===== config.mk =====
export PLATFORM = sky130hd
export DESIGN_NAME = seven_seg_scan_flat
export DESIGN_NICKNAME = d
export VERILOG_FILES = /design/src/rtl/seven_seg_scan_if.sv /design/src/rtl/seven_seg_scan.sv /design/src/flat_wrapper.sv
export SDC_FILE = /design/constraint.sdc
export NUM_CORES = 1
export LEC_CHECK = 0
export BUFFER_PORTS_ARGS = -buffer_cell sky130_fd_sc_hd__buf_4
export CAP_MARGIN = 40
export CORE_MARGIN = 2
export CORE_UTILIZATION = 51
export DETAILED_ROUTE_END_ITERATION = 8
export PLACE_DENSITY = 0.72
export SLEW_MARGIN = 10
export SYNTH_ARGS = -nofsm -noshare
export SYNTH_HDL_FRONTEND = slang
export SYNTH_SLANG_ARGS = --single-unit

===== constraint.sdc =====
create_clock -name clk -period 2 [get_ports clk]
set_clock_uncertainty 0.15 [all_clocks]
set_input_delay 0.1 -clock clk [delete_from_list [all_inputs] [get_ports clk]]
set_output_delay 0.1 -clock clk [all_outputs]
set_load 0.01 [all_outputs]

===== src/rtl/seven_seg_scan_if.sv =====
// Display scanner signal bundle: BCD digits in, multiplexed
// common-anode segment/anode drive out.
interface seven_seg_scan_if;
    logic [15:0] digits_in;
    logic [3:0]  dp_in;
    logic        blank_lz;
    logic [6:0]  seg_n;
    logic        dp_n;
    logic [3:0]  an_n;
    logic        frame_start;

    modport master (
        output digits_in, dp_in, blank_lz,
        input  seg_n, dp_n, an_n, frame_start
    );

    modport slave (
        input  digits_in, dp_in, blank_lz,
        output seg_n, dp_n, an_n, frame_start
    );
endinterface


===== src/rtl/seven_seg_scan.sv =====
// Four-digit common-anode 7-segment scanner with per-frame
// digit snapshot, anode guard interval and leading-zero blanking.
module seven_seg_scan #(
    parameter int DIGIT_TICKS = 100000,
    parameter int BLANK_TICKS = 1000
) (
    input  logic           clk,
    input  logic           reset_n,
    seven_seg_scan_if.slave bus
);
    localparam int CW = (DIGIT_TICKS > 2) ? $clog2(DIGIT_TICKS) : 1;
    localparam logic [CW-1:0] LAST     = CW'(DIGIT_TICKS - 1);
    localparam logic [CW-1:0] BLANK_AT = CW'(BLANK_TICKS);

    logic [CW-1:0] cnt;
    logic [1:0]    idx;
    logic [15:0]   sh_dig;
    logic [3:0]    sh_dp;

    logic          slot_end;
    logic          frame_end;
    logic [3:0]    blank;
    logic [3:0]    dig;
    logic          dp_req;
    logic [6:0]    seg_dec;
    logic          lit;

    assign slot_end  = (cnt == LAST);
    assign frame_end = slot_end && (idx == 2'd3);

    // Blanking chains down from the leftmost digit on snapshot values
    always_comb begin
        blank    = 4'b0000;
        blank[3] = bus.blank_lz && (sh_dig[15:12] == 4'h0);
        blank[2] = blank[3] && (sh_dig[11:8] == 4'h0);
        blank[1] = blank[2] && (sh_dig[7:4] == 4'h0);
    end

    always_comb begin
        dig    = 4'h0;
        dp_req = 1'b0;
        unique case (idx)
            2'd0: begin dig = sh_dig[3:0];   dp_req = sh_dp[0]; end
            2'd1: begin dig = sh_dig[7:4];   dp_req = sh_dp[1]; end
            2'd2: begin dig = sh_dig[11:8];  dp_req = sh_dp[2]; end
            2'd3: begin dig = sh_dig[15:12]; dp_req = sh_dp[3]; end
        endcase
    end

    always_comb begin
        seg_dec = 7'h3F;
        unique case (dig)
            4'd0:    seg_dec = 7'h40;
            4'd1:    seg_dec = 7'h79;
            4'd2:    seg_dec = 7'h24;
            4'd3:    seg_dec = 7'h30;
            4'd4:    seg_dec = 7'h19;
            4'd5:    seg_dec = 7'h12;
            4'd6:    seg_dec = 7'h02;
            4'd7:    seg_dec = 7'h78;
            4'd8:    seg_dec = 7'h00;
            4'd9:    seg_dec = 7'h10;
            default: seg_dec = 7'h3F;
        endcase
    end

    assign lit = (cnt >= BLANK_AT) && !blank[idx];

    always_ff @(posedge clk or negedge reset_n) begin
        if (!reset_n) begin
            cnt    <= '0;
            idx    <= 2'd0;
            sh_dig <= 16'h0000;
            sh_dp  <= 4'h0;
        end else begin
            if (slot_end) begin
                cnt <= '0;
                idx <= idx + 2'd1;
            end else begin
                cnt <= cnt + 1'b1;
            end
            if (frame_end) begin
                sh_dig <= bus.digits_in;
                sh_dp  <= bus.dp_in;
            end
        end
    end

    always_ff @(posedge clk or negedge reset_n) begin
        if (!reset_n) begin
            bus.seg_n       <= 7'h7F;
            bus.dp_n        <= 1'b1;
            bus.an_n        <= 4'hF;
            bus.frame_start <= 1'b0;
        end else begin
            bus.seg_n       <= lit ? seg_dec : 7'h7F;
            bus.dp_n        <= lit ? ~dp_req : 1'b1;
            bus.an_n        <= lit ? ~(4'b0001 << idx) : 4'hF;
            bus.frame_start <= frame_end;
        end
    end
endmodule


===== src/flat_wrapper.sv =====
// flat-port wrapper written by rule: the top's interface ports become plain ports
module seven_seg_scan_flat 
#(
    parameter int DIGIT_TICKS = 100000,
    parameter int BLANK_TICKS = 1000
)
  (clk, reset_n, bus_digits_in, bus_dp_in, bus_blank_lz, bus_seg_n, bus_dp_n, bus_an_n, bus_frame_start);
  seven_seg_scan_if bus_i ();
  input  logic clk;
  input  logic reset_n;
  input wire logic [$bits(bus_i.digits_in)-1:0] bus_digits_in;
  input wire logic [$bits(bus_i.dp_in)-1:0] bus_dp_in;
  input wire logic [$bits(bus_i.blank_lz)-1:0] bus_blank_lz;
  output wire logic [$bits(bus_i.seg_n)-1:0] bus_seg_n;
  output wire logic [$bits(bus_i.dp_n)-1:0] bus_dp_n;
  output wire logic [$bits(bus_i.an_n)-1:0] bus_an_n;
  output wire logic [$bits(bus_i.frame_start)-1:0] bus_frame_start;
  assign bus_i.digits_in = bus_digits_in;
  assign bus_i.dp_in = bus_dp_in;
  assign bus_i.blank_lz = bus_blank_lz;
  assign bus_seg_n = bus_i.seg_n;
  assign bus_dp_n = bus_i.dp_n;
  assign bus_an_n = bus_i.an_n;
  assign bus_frame_start = bus_i.frame_start;
  seven_seg_scan #(.DIGIT_TICKS(DIGIT_TICKS), .BLANK_TICKS(BLANK_TICKS)) u_core (.clk(clk), .reset_n(reset_n), .bus(bus_i));
endmodule

==> flow_summary.yaml <==
timing:
  slew_violations: 0
  worstMarginPinSlew_ns: 0.6423
  setup_viol: 0
  fmax_ghz: 0.5114
  grt_setup_unrepaired: "yes"
  whs_ns: 0.2018
  finalCritPeriodShare: 0.9777
  final_hold_viol_count: 0
  period_needed_ns: 1.955
  slew_headroom: 0.5718
  timing.final.ws_setup_ns: 0.04453
detailed_routing:
  drt_iter0_drc: 104
  vias: 1861
  drc: 0
  dr.pass1.iters: 4
  drt-total-wl_microns: 5216
  drt-vias-per-instance: 5.394
  wl_per_cell_microns: 15.12
  antenna_left: 0
layout:
  fillers: 306
  num-nets-final: 323
  fin_area_sq_um: 3408
  area_growth_pct: 39.69
  fin_util: 0.7313
  num_antenna_cells: 0
  drive_gt1_frac: 0.4502
floorplanning:
  row_count: 25
  die_h_microns: 73.17
  io_pins: 36
  die_w_microns: 73.17
  start_util: 0.5235
  die_area_sq_um: 5353
  core_area_sq_um: 4661
worst_setup_path:
  worstPathArrival_ns: 2.00
  cp_max_fo: 10
  critPathSlowestCell: "dfrtp_1"
  critPathRequiredTime_ns: 2.04
  path_cells: "nor4_4 -> nand2_2 -> nor3_4 -> buf_12 -> nand2_8 -> mux2_4"
  path_class: "reg -> reg"
  cp-start-kind: "flip-flop"
  slowest_delay_ns: 0.42
  end_kind: "flip-flop"
clock_network:
  cts_buffers: 5
  cts_tree: "yes"
  htree_levels: 2
  path_clk_slew_ns: 0.10
  cts_buffer_depth: 2
  root_buffer: "clkbuf_8"
  clk_latency_ns: 0.31
  clock_sinks: 52
synth:
  syn-num-nets: 239
  syn_inst: 206
  yosysWarnings: 0
  synth_cell_types: 37
  synth-seq-cells: 52
  netlist_area_sq_um: 2440
  syn_avg_cell_area_sq_um: 11.84
  ys_seq_area_frac: 0.5395
pwr:
  p_per_area_nw_per_um2: 536.1
  ir_drop_mv: 0.4851
  p_leak_uw: 0.001527
  p_total_uw: 1827
grt:
  antenna_found_initial: 0
  grt_usage: 0.2057
  grt_max_degree: 53
  grt_pass1_wl_microns: 8418
  grt_pass1_vias: 1825
  grt_overflow: 0
place:
  pre_cts_ws_ns: -0.1470
  portBuffers: 35
  place_congestion: 0.8386
  dpl_cell_area_sq_um: 2907
  dp_hpwl_microns: 3226
flow_run:
  drv_cap: 0
worst_hold_path:
  hp-class: "in -> async"
status:
  status: "completed"
synth_stat cells:
| cell type | number | area [sq um] |
|---|---|---|
| o211ai_1 | 1 | 7.510 |
| inv_1 | 9 | 33.78 |
| nor4_2 | 1 | 12.51 |
| mux2_4 | 10 | 150.1 |
| o21ai_0 | 8 | 40.04 |
| nor3_1 | 2 | 10.01 |
| o32ai_1 | 1 | 8.760 |
| and4_1 | 3 | 26.28 |
| nand2_4 | 1 | 11.26 |
| a222oi_1 | 1 | 10.01 |
| nand2b_1 | 2 | 12.51 |
| nor4b_1 | 1 | 8.760 |
| dfstp_2 | 12 | 315.3 |
| buf_2 | 1 | 5.000 |
| xor2_1 | 6 | 52.55 |
| nand2_1 | 14 | 52.55 |
| mux2_2 | 9 | 101.4 |
| nor2_1 | 11 | 41.29 |
| o311ai_0 | 1 | 8.760 |
| a21boi_0 | 1 | 7.510 |
| nand4_1 | 4 | 25.02 |
| nand3_1 | 11 | 55.05 |
| a21oi_1 | 9 | 45.04 |
| nor2b_1 | 5 | 31.28 |
| and3_1 | 4 | 25.02 |
| nor4_1 | 4 | 25.02 |
| a31oi_1 | 1 | 6.260 |
| dfrtp_1 | 40 | 1001 |
| ha_1 | 10 | 125.1 |
| a22oi_1 | 5 | 37.54 |
| xnor2_1 | 10 | 87.58 |
| buf_4 | 1 | 7.510 |
| a211oi_1 | 1 | 7.510 |
| buf_6 | 1 | 11.26 |
| nor3_4 | 1 | 16.27 |
| clkbuf_1 | 3 | 11.26 |
| nand2_2 | 1 | 6.260 |
sequential cells by signal, indices dropped and copies added (netlist names):
name                    flops
u_core.bus.an_n             4
u_core.bus.dp_n             1
u_core.bus.frame_start      1
u_core.bus.seg_n            7
u_core.cnt                 17
u_core.idx                  2
u_core.sh_dig              16
u_core.sh_dp                4
metrics by stage:
stage / instances / setup TNS [ns]
floorplan: 206 / -0.05190
CTS: 341 / -0.009061
finish: 345 / 0
global route: 345 / -0.2280
global placement: 309 / -0.2515
detailed placement: 309 / -0.7097
cell usage in the layout, fill, tap and decap left out, types with 5 or more instances in the layout:
cell and count:
dlygate4sd3_1 21, xor2_1 6, nand2_1 13, nor2_1 11, dfrtp_1 38, mux2_4 10
o21ai_0 5, buf_4 60, xnor2_1 10, a21oi_2 6, mux2_2 9, clkbuf_8 5
dfstp_2 12, inv_1 6, nand3_1 11
worst paths after layout:
| check | startpoint | endpoint | slack, ns | cells past startpoint |
|---|---|---|---|---|
| min reg2reg | u_core.cnt[0]$_DFF_PN0_ | u_core.cnt[0]$_DFF_PN0_ | 0.32 | 1 |
| max in group asynchronous | reset_n | u_core.idx[0]$_DFFE_PN0N_ | 1.03 | 2 |
| max | u_core.cnt[11]$_DFF_PN0_ | u_core.sh_dig[6]$_DFFE_PN0P_ | 0.04 | 6 |
| max reg2reg | u_core.cnt[11]$_DFF_PN0_ | u_core.sh_dig[6]$_DFFE_PN0P_ | 0.04 | 6 |
| min | reset_n | u_core.sh_dig[3]$_DFFE_PN0P_ | 0.20 | 2 |
| min in group clk | bus_blank_lz | u_core.bus.seg_n[2]$_DFF_PN1_ | 0.25 | 5 |
per-layer routing:
layer | wire length (microns) | global-route usage | vias to the layer above | share of wire
li1 | - | - | 891 | -
met3 | 247 | 0.04006 | 8 | 0.047
met1 | 2343 | 0.2800 | 917 | 0.45
met2 | 2553 | 0.3293 | 45 | 0.49
met4 | 71 | 0.07202 | 0 | 0.014
met5 | 0 | 0 | - | 0
worst max-delay path: cells and delay by family, from the launching register on:
family                 cells  cell delay [ns]
AND/OR/NAND/NOR            4             0.82
buffers and inverters      1             0.15
multiplexers               1             0.32
flip-flops                 1             0.42
report_power, final:
group          internal (uW)  switching (uW)  total (uW)  leakage (uW)
Clock                    242             348         590     0.0000378
Sequential              1070            17.9        1090      0.000618
Combinational           90.4            57.4         148      0.000871
layout make-up:
type,instances,area (sq um),area share
clock buffers,5,68.82,0.02019
repair buffers,82,680.7,0.1997
clock inverters,3,18.77,0.005507
well taps,54,67.56,0.01982
inverters,9,38.79,0.01138
flip-flops and latches,52,1319,0.3869
multi-input cells,140,1215,0.3565
logic make-up (layout without fill, tap and decap cells):
group / count (synthesis) / in the layout / share of synthesized area
compound gates: 29 / 29 / 0.07334
xor+xnor: 16 / 16 / 0.05743
fa+ha+maj: 10 / 10 / 0.05128
buf+inv: 15 / 99 / 0.02820
flops: 52 / 52 / 0.5395
mux: 19 / 19 / 0.1031
simple gates: 65 / 66 / 0.1472
what timing repair did:
action | in CTS | in global routing
pin swaps | 3 | 3
setup buffers | 2 | 4
hold buffers | 21 | 0
hold endpoints to repair | 60 | 0
gates resized for setup | 14 | 21
cloned | 1 | 0
setup endpoints to repair | 25 | 30
(Power assumes the default switching activity.)
